==> src/rtl/tw_rom_loader_pkg.sv <==
// Shared constants for the twiddle ROM map and the loader FSM.
// The twiddle generator imports the same base constants from here, so the
// ROM layout has a single definition.

`ifndef OVERALL_BITS
`define OVERALL_BITS 64
`endif

package tw_rom_loader_pkg;

    // ROM layout: NTT tables start at NTT_TW_BASE. Each table holds two
    // moduli, one in each half of the word. The FFT table sits at FFT_TW_BASE.
    localparam int FFT_TW_BASE         = 896;
    localparam int NTT_TW_BASE         = 256;
    localparam int ENTRIES_PER_MODULUS = 71;

    // Loader FSM states
    typedef enum logic [1:0] {
        ST_IDLE = 2'd0,
        ST_LOAD = 2'd1,
        ST_DONE = 2'd2
    } state_e;

    // Write-enable patterns: full word, low half, high half
    localparam logic [1:0] WE_FULL = 2'b11;
    localparam logic [1:0] WE_LO   = 2'b01;
    localparam logic [1:0] WE_HI   = 2'b10;

endpackage : tw_rom_loader_pkg

==> src/rtl/tw_rom_loader.sv <==
// Twiddle ROM loader: accepts one table of twiddles on a valid/ready stream
// and writes it into the twiddle ROM. The FFT table takes the full word. Each
// NTT modulus writes one half of the word, chosen by the parity of its index.
// Each accepted beat is written one cycle later through a registered write
// stage. A running XOR of the beats is published as a checksum when the
// load completes.

module tw_rom_loader
    import tw_rom_loader_pkg::*;
#(
    parameter int ADDR_WIDTH_ROM = 10,
    parameter int LOGQ_MAX       = 54,
    parameter int ROM_DATA_W     = 2*`OVERALL_BITS,
    parameter int NUM_MODULI     = 18,
    parameter int ENTRIES        = ENTRIES_PER_MODULUS
) (
    input  logic                           clk,
    input  logic                           rst,
    input  logic                           start,
    input  logic                           is_fft,
    input  logic [$clog2(NUM_MODULI)-1:0]  constants_sel,
    input  logic                           in_valid,
    output logic                           in_ready,
    input  logic [ROM_DATA_W-1:0]          in_data,
    output logic [1:0]                     rom_we,
    output logic [ADDR_WIDTH_ROM-1:0]      rom_waddr,
    output logic [ROM_DATA_W-1:0]          rom_wdata,
    output logic                           busy,
    output logic                           done,
    output logic                           err,
    output logic [ROM_DATA_W-1:0]          checksum
);

    localparam int CNT_W = $clog2(ENTRIES);

    // FSM and load context
    state_e                      state_q,    state_d;
    logic [CNT_W-1:0]            cnt_q,      cnt_d;
    logic [ADDR_WIDTH_ROM-1:0]   base_q,     base_d;
    logic [1:0]                  mask_q,     mask_d;
    logic [ROM_DATA_W-1:0]       xor_q,      xor_d;
    logic [ROM_DATA_W-1:0]       checksum_q, checksum_d;
    logic                        err_q,      err_d;

    // Write stage: holds the beat accepted in the previous cycle
    logic [1:0]                  we_q,       we_d;
    logic [ADDR_WIDTH_ROM-1:0]   waddr_q,    waddr_d;
    logic [ROM_DATA_W-1:0]       wdata_q,    wdata_d;

    // Beat formatting helpers
    logic [ROM_DATA_W-1:0]       payload;
    logic [ROM_DATA_W-1:0]       beat_word;
    logic [ROM_DATA_W-1:0]       beat_sum;
    logic                        sel_legal;

    // Format the incoming beat for the ROM word and for the running XOR
    always_comb begin
        // NOTE: every signal assigned in a combinational block gets a default
        // first, so no path can leave it unassigned and infer a latch.
        payload   = ROM_DATA_W'(in_data[LOGQ_MAX-1:0]);
        beat_word = '0;
        beat_sum  = payload;
        sel_legal = int'(constants_sel) < NUM_MODULI;
        unique case (mask_q)
            WE_FULL: begin
                beat_word = in_data;
                beat_sum  = in_data;
            end
            WE_HI:   beat_word = payload << LOGQ_MAX;
            default: beat_word = payload;
        endcase
    end

    // Next-state logic: start decode, beat acceptance, write stage and checksum
    always_comb begin
        state_d    = state_q;
        cnt_d      = cnt_q;
        base_d     = base_q;
        mask_d     = mask_q;
        xor_d      = xor_q;
        checksum_d = checksum_q;
        err_d      = 1'b0;
        we_d       = 2'b00;
        waddr_d    = waddr_q;
        wdata_d    = wdata_q;

        unique case (state_q)
            ST_IDLE: begin
                if (start) begin
                    if (is_fft) begin
                        state_d = ST_LOAD;
                        base_d  = ADDR_WIDTH_ROM'(FFT_TW_BASE);
                        mask_d  = WE_FULL;
                        cnt_d   = '0;
                        xor_d   = '0;
                    end else if (sel_legal) begin
                        state_d = ST_LOAD;
                        base_d  = ADDR_WIDTH_ROM'(NTT_TW_BASE +
                                  (int'(constants_sel) >> 1) * ENTRIES);
                        mask_d  = constants_sel[0] ? WE_HI : WE_LO;
                        cnt_d   = '0;
                        xor_d   = '0;
                    end else begin
                        err_d = 1'b1;
                    end
                end
            end

            ST_LOAD: begin
                if (in_valid) begin
                    we_d    = mask_q;
                    waddr_d = base_q + ADDR_WIDTH_ROM'(cnt_q);
                    wdata_d = beat_word;
                    xor_d   = xor_q ^ beat_sum;
                    cnt_d   = cnt_q + 1'b1;
                    if (cnt_q == CNT_W'(ENTRIES - 1)) begin
                        // Publish the checksum with done; the final write
                        // drains from the write stage during DONE.
                        state_d    = ST_DONE;
                        checksum_d = xor_q ^ beat_sum;
                        cnt_d      = '0;
                    end
                end
            end

            ST_DONE: state_d = ST_IDLE;

            default: state_d = ST_IDLE;
        endcase
    end

    // State registers with synchronous reset
    always_ff @(posedge clk) begin
        // NOTE: sequential state uses non-blocking assignments so that every
        // flop samples the pre-edge value of every other flop.
        if (rst) begin
            state_q    <= ST_IDLE;
            cnt_q      <= '0;
            base_q     <= '0;
            mask_q     <= WE_FULL;
            xor_q      <= '0;
            checksum_q <= '0;
            err_q      <= 1'b0;
            we_q       <= 2'b00;
            waddr_q    <= '0;
            wdata_q    <= '0;
        end else begin
            state_q    <= state_d;
            cnt_q      <= cnt_d;
            base_q     <= base_d;
            mask_q     <= mask_d;
            xor_q      <= xor_d;
            checksum_q <= checksum_d;
            err_q      <= err_d;
            we_q       <= we_d;
            waddr_q    <= waddr_d;
            wdata_q    <= wdata_d;
        end
    end

    // Strobes are masked by rst so that a write pending when reset arrives
    // never reaches the ROM, even in the reset cycle itself.
    assign in_ready  = (state_q == ST_LOAD) && !rst;
    assign busy      = (state_q != ST_IDLE) && !rst;
    assign done      = (state_q == ST_DONE) && !rst;
    assign err       = err_q && !rst;
    assign rom_we    = rst ? 2'b00 : we_q;
    assign rom_waddr = waddr_q;
    assign rom_wdata = wdata_q;
    assign checksum  = checksum_q;

endmodule : tw_rom_loader

==> config.mk <==
export PLATFORM = sky130hd
export DESIGN_NAME = tw_rom_loader
export DESIGN_NICKNAME = d
export VERILOG_FILES = /design/src/rtl/tw_rom_loader_pkg.sv /design/src/rtl/tw_rom_loader.sv
export SDC_FILE = /design/constraint.sdc
export NUM_CORES = 1
export LEC_CHECK = 0
export BUFFER_PORTS_ARGS = -buffer_cell sky130_fd_sc_hd__buf_2
export CORE_ASPECT_RATIO = 1.25
export CORE_MARGIN = 2
export CORE_UTILIZATION = 55
export DETAILED_ROUTE_END_ITERATION = 6
export GPL_TIMING_DRIVEN = 1
export PLACE_DENSITY = 0.8
export SETUP_SLACK_MARGIN = 0.3
export SLEW_MARGIN = 10
export SYNTH_ARGS = -nofsm -noshare
export SYNTH_HDL_FRONTEND = slang
export SYNTH_SLANG_ARGS = --single-unit
export TNS_END_PERCENT = 10
==> constraint.sdc <==
create_clock -name clk -period 3.6 [get_ports clk]
set_clock_uncertainty 0.2 [all_clocks]
set_input_delay 0.36 -clock clk [delete_from_list [all_inputs] [get_ports clk]]
set_output_delay 0.36 -clock clk [all_outputs]
set_load 0.02 [all_outputs]
==> results of run 1 <==
layer usage:
| layer | vias up | part of all wire | GRT usage |
|---|---|---|---|
| met5 | - | 0 | 0 |
| met4 | 0 | 0.050 | 0.151 |
| met3 | 165 | 0.068 | 0.0567 |
| met2 | 662 | 0.49 | 0.507 |
| met1 | 8283 | 0.39 | 0.347 |
| li1 | 8436 | - | - |
area by class of cell:
| class | instances | area (um2) | area share |
|---|---|---|---|
| inverters | 16 | 60.1 | 0.00264 |
| repair buffers | 521 | 3190 | 0.140 |
| clock inverters | 6 | 82.6 | 0.00362 |
| multi-input cells | 1586 | 9250 | 0.406 |
| flip-flops and latches | 418 | 8370 | 0.367 |
| well taps | 418 | 523 | 0.0230 |
| clock buffers | 67 | 1310 | 0.0575 |
through the flow:
stage                     cell area, um2  instances  worst slack [ns]  hold slack [ns]
after CTS                          22800       3032             0.708         0.000639
after detailed placement           20600       2878             0.157            0.241
after floorplan                    18400       2204             0.333            0.236
final                              22800       3032             0.694           0.0161
after global placement             20600       2878             0.140            0.235
after global routing               22800       3032             0.552           0.0194
worst max-delay path, cell delays in order:
cell       delay, ns
buf_2           0.09
inv_1           0.08
fa_1            0.51
inv_1           0.05
ha_1            0.29
ha_1            0.29
ha_1            0.23
fa_1            0.41
a21o_1          0.20
a21oi_1         0.19
o2bb2ai_1       0.10
xnor2_1         0.12
a311oi_1        0.24
worst min path at each step:
stage | startpoint | to | slack (ns) | cells past startpoint
6_report | in_data[99] | xor_q[99] | 0.02 | 4
5_1_grt | in_data[70] | xor_q[70] | 0.02 | 4
4_1_cts | in_data[100] | xor_q[100] | 0.0006 | 4
3_5_place_dp | rom_wdata[31] | rom_wdata[31] | 0.24 | 2
3_3_place_gp | rom_wdata[50] | rom_wdata[50] | 0.24 | 2
2_1_floorplan | base_q[6] | base_q[6] | 0.24 | 2
flip-flops by register name, indices dropped and copies added, names as in the netlist:
signal / cells
base_q: 10
checksum: 128
cnt_q: 7
err_q: 1
mask_q: 2
rom_waddr: 10
rom_wdata: 128
state_q: 2
we_q: 2
xor_q: 128
power by group:
group / switching (uW) / internal, uW / total [uW]
sequential: 87.8 / 4750 / 4840
clock: 1810 / 2620 / 4430
combinational: 831 / 485 / 1320
total: 2720 / 7860 / 10600
timing repair:
item | 4_1_cts | 5_1_grt
hold endpoints to repair | 181 | 0
setup endpoints to repair | 0 | 0
resized for setup | 0 | 0
hold buffers | 81 | 0
buffers inserted | 0 | 0
cells in the mapped netlist (2+ instances only):
library cell and number:
a21o_1 3, o21a_1 2, dfxtp_1 418, or4_1 3, a311oi_1 23, a21oi_1 308, nor2b_1 8, nand3b_1 55
nand3_1 121, a211oi_1 134, inv_1 16, nor2_1 265, and3_1 5, o22ai_1 2, and2_1 2, nand2b_1 2
nand2_1 221, xor2_1 80, mux2_2 54, or3_1 58, fa_1 4, nor3b_1 2, nor4b_1 2, buf_2 15
buf_1 8, nor3_1 5, o21ai_0 122, ha_1 29, xnor2_1 57, clkbuf_1 161
cell families after synthesis:
group | after synthesis
buf+inv | 200
fa+ha+maj | 33
compound gates | 603
simple gates | 758
xor+xnor | 137
flops | 418
mux | 55
==> metrics, run 1 <==
Reg2Reg Depth 7; drt pass-1 iters 7; CTS Sinks 418; post-layout util 0.695; CP Class in -> reg; Worst Setup SP constants_sel[3]; die area 0.0349 mm2; number of global-route vias before repair 16726; Initial DRC Count 1403; final worst path period share 0.807; drt total wl 53.8 mm; ys async rst share 0; worst setup path end base_q[9]; RSZ-0062 raised after global routing false; antenna-violating nets left 0; I/O Buffers 409; Worst R2R End checksum[23]; sequential cell area fraction in the yosys report 0.456; core area 0.0328 mm2; post-synth top area share 0.456; Critical Path RT 3.86 ns; Synth Warn # 0; prevailing post-synth register cell dfxtp_1; Tightest Pin Transition 1.01 ns; Slew HR 0.327; maxcap violations 0; Cell variety after synth 49; VDD IR max 0.000368 V; largest family of logic cells by synthesized area compound AO/OA/AOI/OAI gates; dpl hpwl 34.0 mm; most frequent cells in the layout dfxtp_1 (416), buf_2 (408), a21oi_1 (308); io pins 410; hold crit path type in -> reg; DR vias 17546; syn nets 2375; share of cells above drive strength 1 0.217; drc violations 38; failing checks design-rule violations; Fillers 2511; Post-Synthesis Cell Area 0.0184 mm2; fmax 0.344 GHz; CTS Buffer Depth 3; register bit total from synthesis 418; Final Setup Violations 0; XOR/XNOR Fraction of Synth Area 0.0654; initial antenna violation count 0; Gate Count Post-Synth 2204; Final min period 2.91 ns; crit path capture type flop; Initial Util 0.560; adder-cell share of the synthesized area 0.0241; Wirelength per Cell 17.7 um; Worst EP arrival 3.16 ns; Inserted Clock Buffers 42; clock root buffer clkbuf_16; crit-path max FO 4; Die Y 208 um; P&R area growth vs syn 24.1%; cell area power density 465 mW/mm2; Post-synth EDFFs 0; multiplexer share of the synthesized area 0.0337; RD Place Congestion 0.845; commonest non-fill, non-tap cell in the layout dfxtp_1; Die X 167 um; layout net count 2756; Area contributors post-synth dfxtp_1 (46%), a21oi_1 (8.4%), a211oi_1 (5.5%), nor2_1 (5.4%), nand2_1 (4.5%); clock-pin slew of the registers on the worst-case setup and hold paths 0.06 ns; Cell Rows 74; H-tree depth 2; startpoint types primary input; pins over their slew limit 0; R2R Path Start cnt_q[1]; area leader, netlist dfxtp_1; Final Hold Viols 0; gr usage total 0.294; compound-gate portion of the synthesized area 0.190; first-pass GRT wire length 85.3 mm; leakage power 0.00936 uW; register-to-register setup slack 1.06 ns; simple-gate portion of the synthesized area 0.189; diode count 0; TNS Setup 0 ns; status finished, violations left; worst skew pair latency 0.55 ns; syn_area_per_cell 8.33 um2; TritonCTS clock tree done; GR Overflow Total 0; Vias/cell 5.79; Power Total 10600 uW; largest net degree at the start of global routing 135
Power figures use the tool's default switching activity.
==> run 2, diff against run 1 <==
- CORE_UTILIZATION: 55 -> 49
- PLACE_DENSITY: 0.8 -> 0.75
- clock period: 3.6 -> 2.5 ns (I/O delays scaled with it)
==> run 2 against run 1 <==
  * Register-to-register slack worse by 0.71 ns
  * The flow now finishes without violations
  * Largest power group unchanged
  * Die area is 12% higher
  * First-iteration DRC count is 8.4% lower
  * Worst hold slack better by 0.098 ns
  * Critical endpoint is now base_q[7]
  * Final cell count is 5.7% higher
  * Largest cell class unchanged
==> metrics, run 2 (synthesized netlist as in run 1, its figures left out) <==
H-tree depth 2 (unchanged); worst hold endpoint base_q[9] (was xor_q[99]); Wirelength per Cell 18.5 um (was 17.7 um); Final min period 2.46 ns; Slew HR 0.474 (was 0.327); drc violations 0 (was 38); leakage power 0.0100 uW (was 0.00936 uW); RSZ-0062 raised after global routing true (was false); antenna-violating nets left 0 (unchanged); Worst EP arrival 2.72 ns (was 3.16 ns); io pins 410 (unchanged); VDD IR max 0.000469 V (was 0.000368 V); cell area power density 649 mW/mm2 (was 465 mW/mm2); Final Instance Count excl. Fillers 3205 (was 3032); hold crit path type in -> reg (unchanged); Final Hold Viols 0 (unchanged); CTS Buffer Depth 3 (unchanged); CP Class in -> reg (unchanged); I/O Buffers 409 (unchanged); fmax 0.407 GHz; startpoint types primary input (unchanged); maxcap violations 0 (unchanged); Inserted Clock Buffers 42 (unchanged); status finished clean (was finished, violations left); Fillers 2963 (was 2511); post-layout util 0.660 (was 0.695); dpl hpwl 35.5 mm (was 34.0 mm); crit-path max FO 2 (was 4); Tightest Pin Transition 0.789 ns (was 1.01 ns); commonest non-fill, non-tap cell in the layout dfxtp_1 (unchanged); pins over their slew limit 0 (unchanged); drt pass-1 iters 6 (was 7); Cell Rows 79 (was 74); R2R Path Start cnt_q[0] (was cnt_q[1]); share of cells above drive strength 1 0.244 (was 0.217); hold_sp constants_sel[3] (was in_data[99]); worst skew pair latency 0.55 ns (about the same); GR Overflow Total 0 (unchanged); TritonCTS clock tree done (unchanged); clock-pin slew of the registers on the worst-case setup and hold paths 0.06 ns (about the same); placed cells 2970 (was 2878); Initial DRC Count 1285 (was 1403); most frequent cells in the layout dfxtp_1 (412), buf_2 (405), a21oi_1 (306) (was dfxtp_1 (416), buf_2 (408), a21oi_1 (308)); register-to-register setup slack 0.35 ns (was 1.06 ns); crit path capture type flop (unchanged); Worst R2R End checksum[121] (was checksum[23]); Die Y 220 um (was 208 um); final worst path period share 0.982; Critical Path RT 2.76 ns (was 3.86 ns); diode count 0 (unchanged); FF/Latch Area 0.00838 mm2 (was 0.00837 mm2); CTS Sinks 418 (unchanged); P&R area growth vs syn 33.3% (was 24.1%); RD Place Congestion 0.844 (was 0.845); clock root buffer clkbuf_16 (unchanged); initial antenna violation count 0 (unchanged); Final Setup Violations 0 (unchanged); Worst Setup SP constants_sel[2] (was constants_sel[3]); number of global-route vias before repair 17461 (was 16726); largest net degree at the start of global routing 91 (was 135); core area 0.0371 mm2 (was 0.0328 mm2); Reg2Reg Depth 9 (was 7); first-pass GRT wire length 90.4 mm (was 85.3 mm); Initial Util 0.495 (was 0.560); drt total wl 59.3 mm (was 53.8 mm); Die X 177 um (was 167 um); multi-input logic area 0.00942 mm2 (was 0.00925 mm2); gr usage total 0.285 (was 0.294); hold depth 6 (was 4); layout net count 2857 (was 2756); DR vias 18404 (was 17546); die area 0.0390 mm2 (was 0.0349 mm2); Vias/cell 5.74 (was 5.79)
-- run 2: changes by cell type in the layout (fill, tap and decap cells not counted), moves of 5 or more --
| cell | before | now |
|---|---|---|
| dlygate4sd3_1 | 81 | 135 |
| a211oi_1 | 134 | 122 |
| buf_4 | 24 | 42 |
| clkbuf_1 | 12 | 7 |
| a211oi_2 | 0 | 12 |
| buf_12 | 7 | 21 |
| buf_6 | 0 | 6 |
| ha_1 | 29 | 22 |
| buf_16 | 0 | 6 |
| ha_4 | 0 | 5 |
| inv_1 | 16 | 11 |
-- run 2: metrics by stage --
stage | cell area, um2 | hold slack (ns) | setup slack (ns) | setup TNS (ns) | total power, uW
floorplan | 18400 | 0.202 | -0.419 | -1.41 | 8260
global placement | 21000 | 0.235 | -0.629 | -2.62 | 8920
detailed placement | 21000 | 0.242 | -0.682 | -2.92 | 8990
CTS | 24200 | 0.0991 | 0.0771 | 0 | 15900
global route | 24500 | 0.157 | 0.00627 | 0 | 16400
finish | 24500 | 0.114 | 0.0440 | 0 | 15900
-- run 2: worst max-delay path by stage --
stage                      endpoint  slack, ns  depth (start not counted)
after floorplan           base_q[9]      -0.42                         12
after global placement    base_q[9]      -0.63                         13
after detailed placement  base_q[9]      -0.68                         13
after CTS                 base_q[9]       0.08                         13
after global routing      base_q[7]      0.006                         13
final                     base_q[7]       0.04                         13
-- run 2: repair_timing --
action | in CTS | in global routing
endpoints found under the setup margin | 128 | 156
hold endpoints to repair | 377 | 0
setup buffers | 8 | 8
pin swaps | 11 | 13
gates resized for setup | 20 | 38
gates cloned | 3 | 4
hold buffers | 135 | 0
-- run 2: area by class of cell --
class / instances / area share
Multi-Input combinational cell: 1586 / 0.385
Tap cell: 486 / 0.0248
Clock buffer: 60 / 0.0516
Clock inverter: 17 / 0.00910
Timing Repair Buffer: 622 / 0.184
Sequential cell: 418 / 0.342
Inverter: 16 / 0.00271
-- run 2: where the power goes --
group	internal (uW)	leakage, uW	switching [uW]	total [uW]
registers	6840	0.00338	132	6980
logic	863	0.00591	1270	2140
clock network	4040	0.000727	2740	6780
total	11800	0.0100	4140	15900
-- run 2: worst max-delay path: stages --
cell	delay [ns]
buf_8	0.08
clkinvlp_4	0.08
fa_1	0.51
inv_2	0.06
ha_4	0.26
ha_4	0.19
ha_4	0.16
fa_2	0.34
a21o_1	0.18
a21oi_2	0.18
buf_4	0.13
xor2_1	0.06
a311oi_1	0.23
-- run 2: routing by layer --
layer  track usage  routed length (um)  share of wire  up-vias
met5             0                   0              0        -
met4         0.152                2900          0.049        0
met3        0.0545                3980          0.067      193
met2         0.488               29000           0.49      773
met1         0.336               23400           0.39     8803
li1              -                   -              -     8635
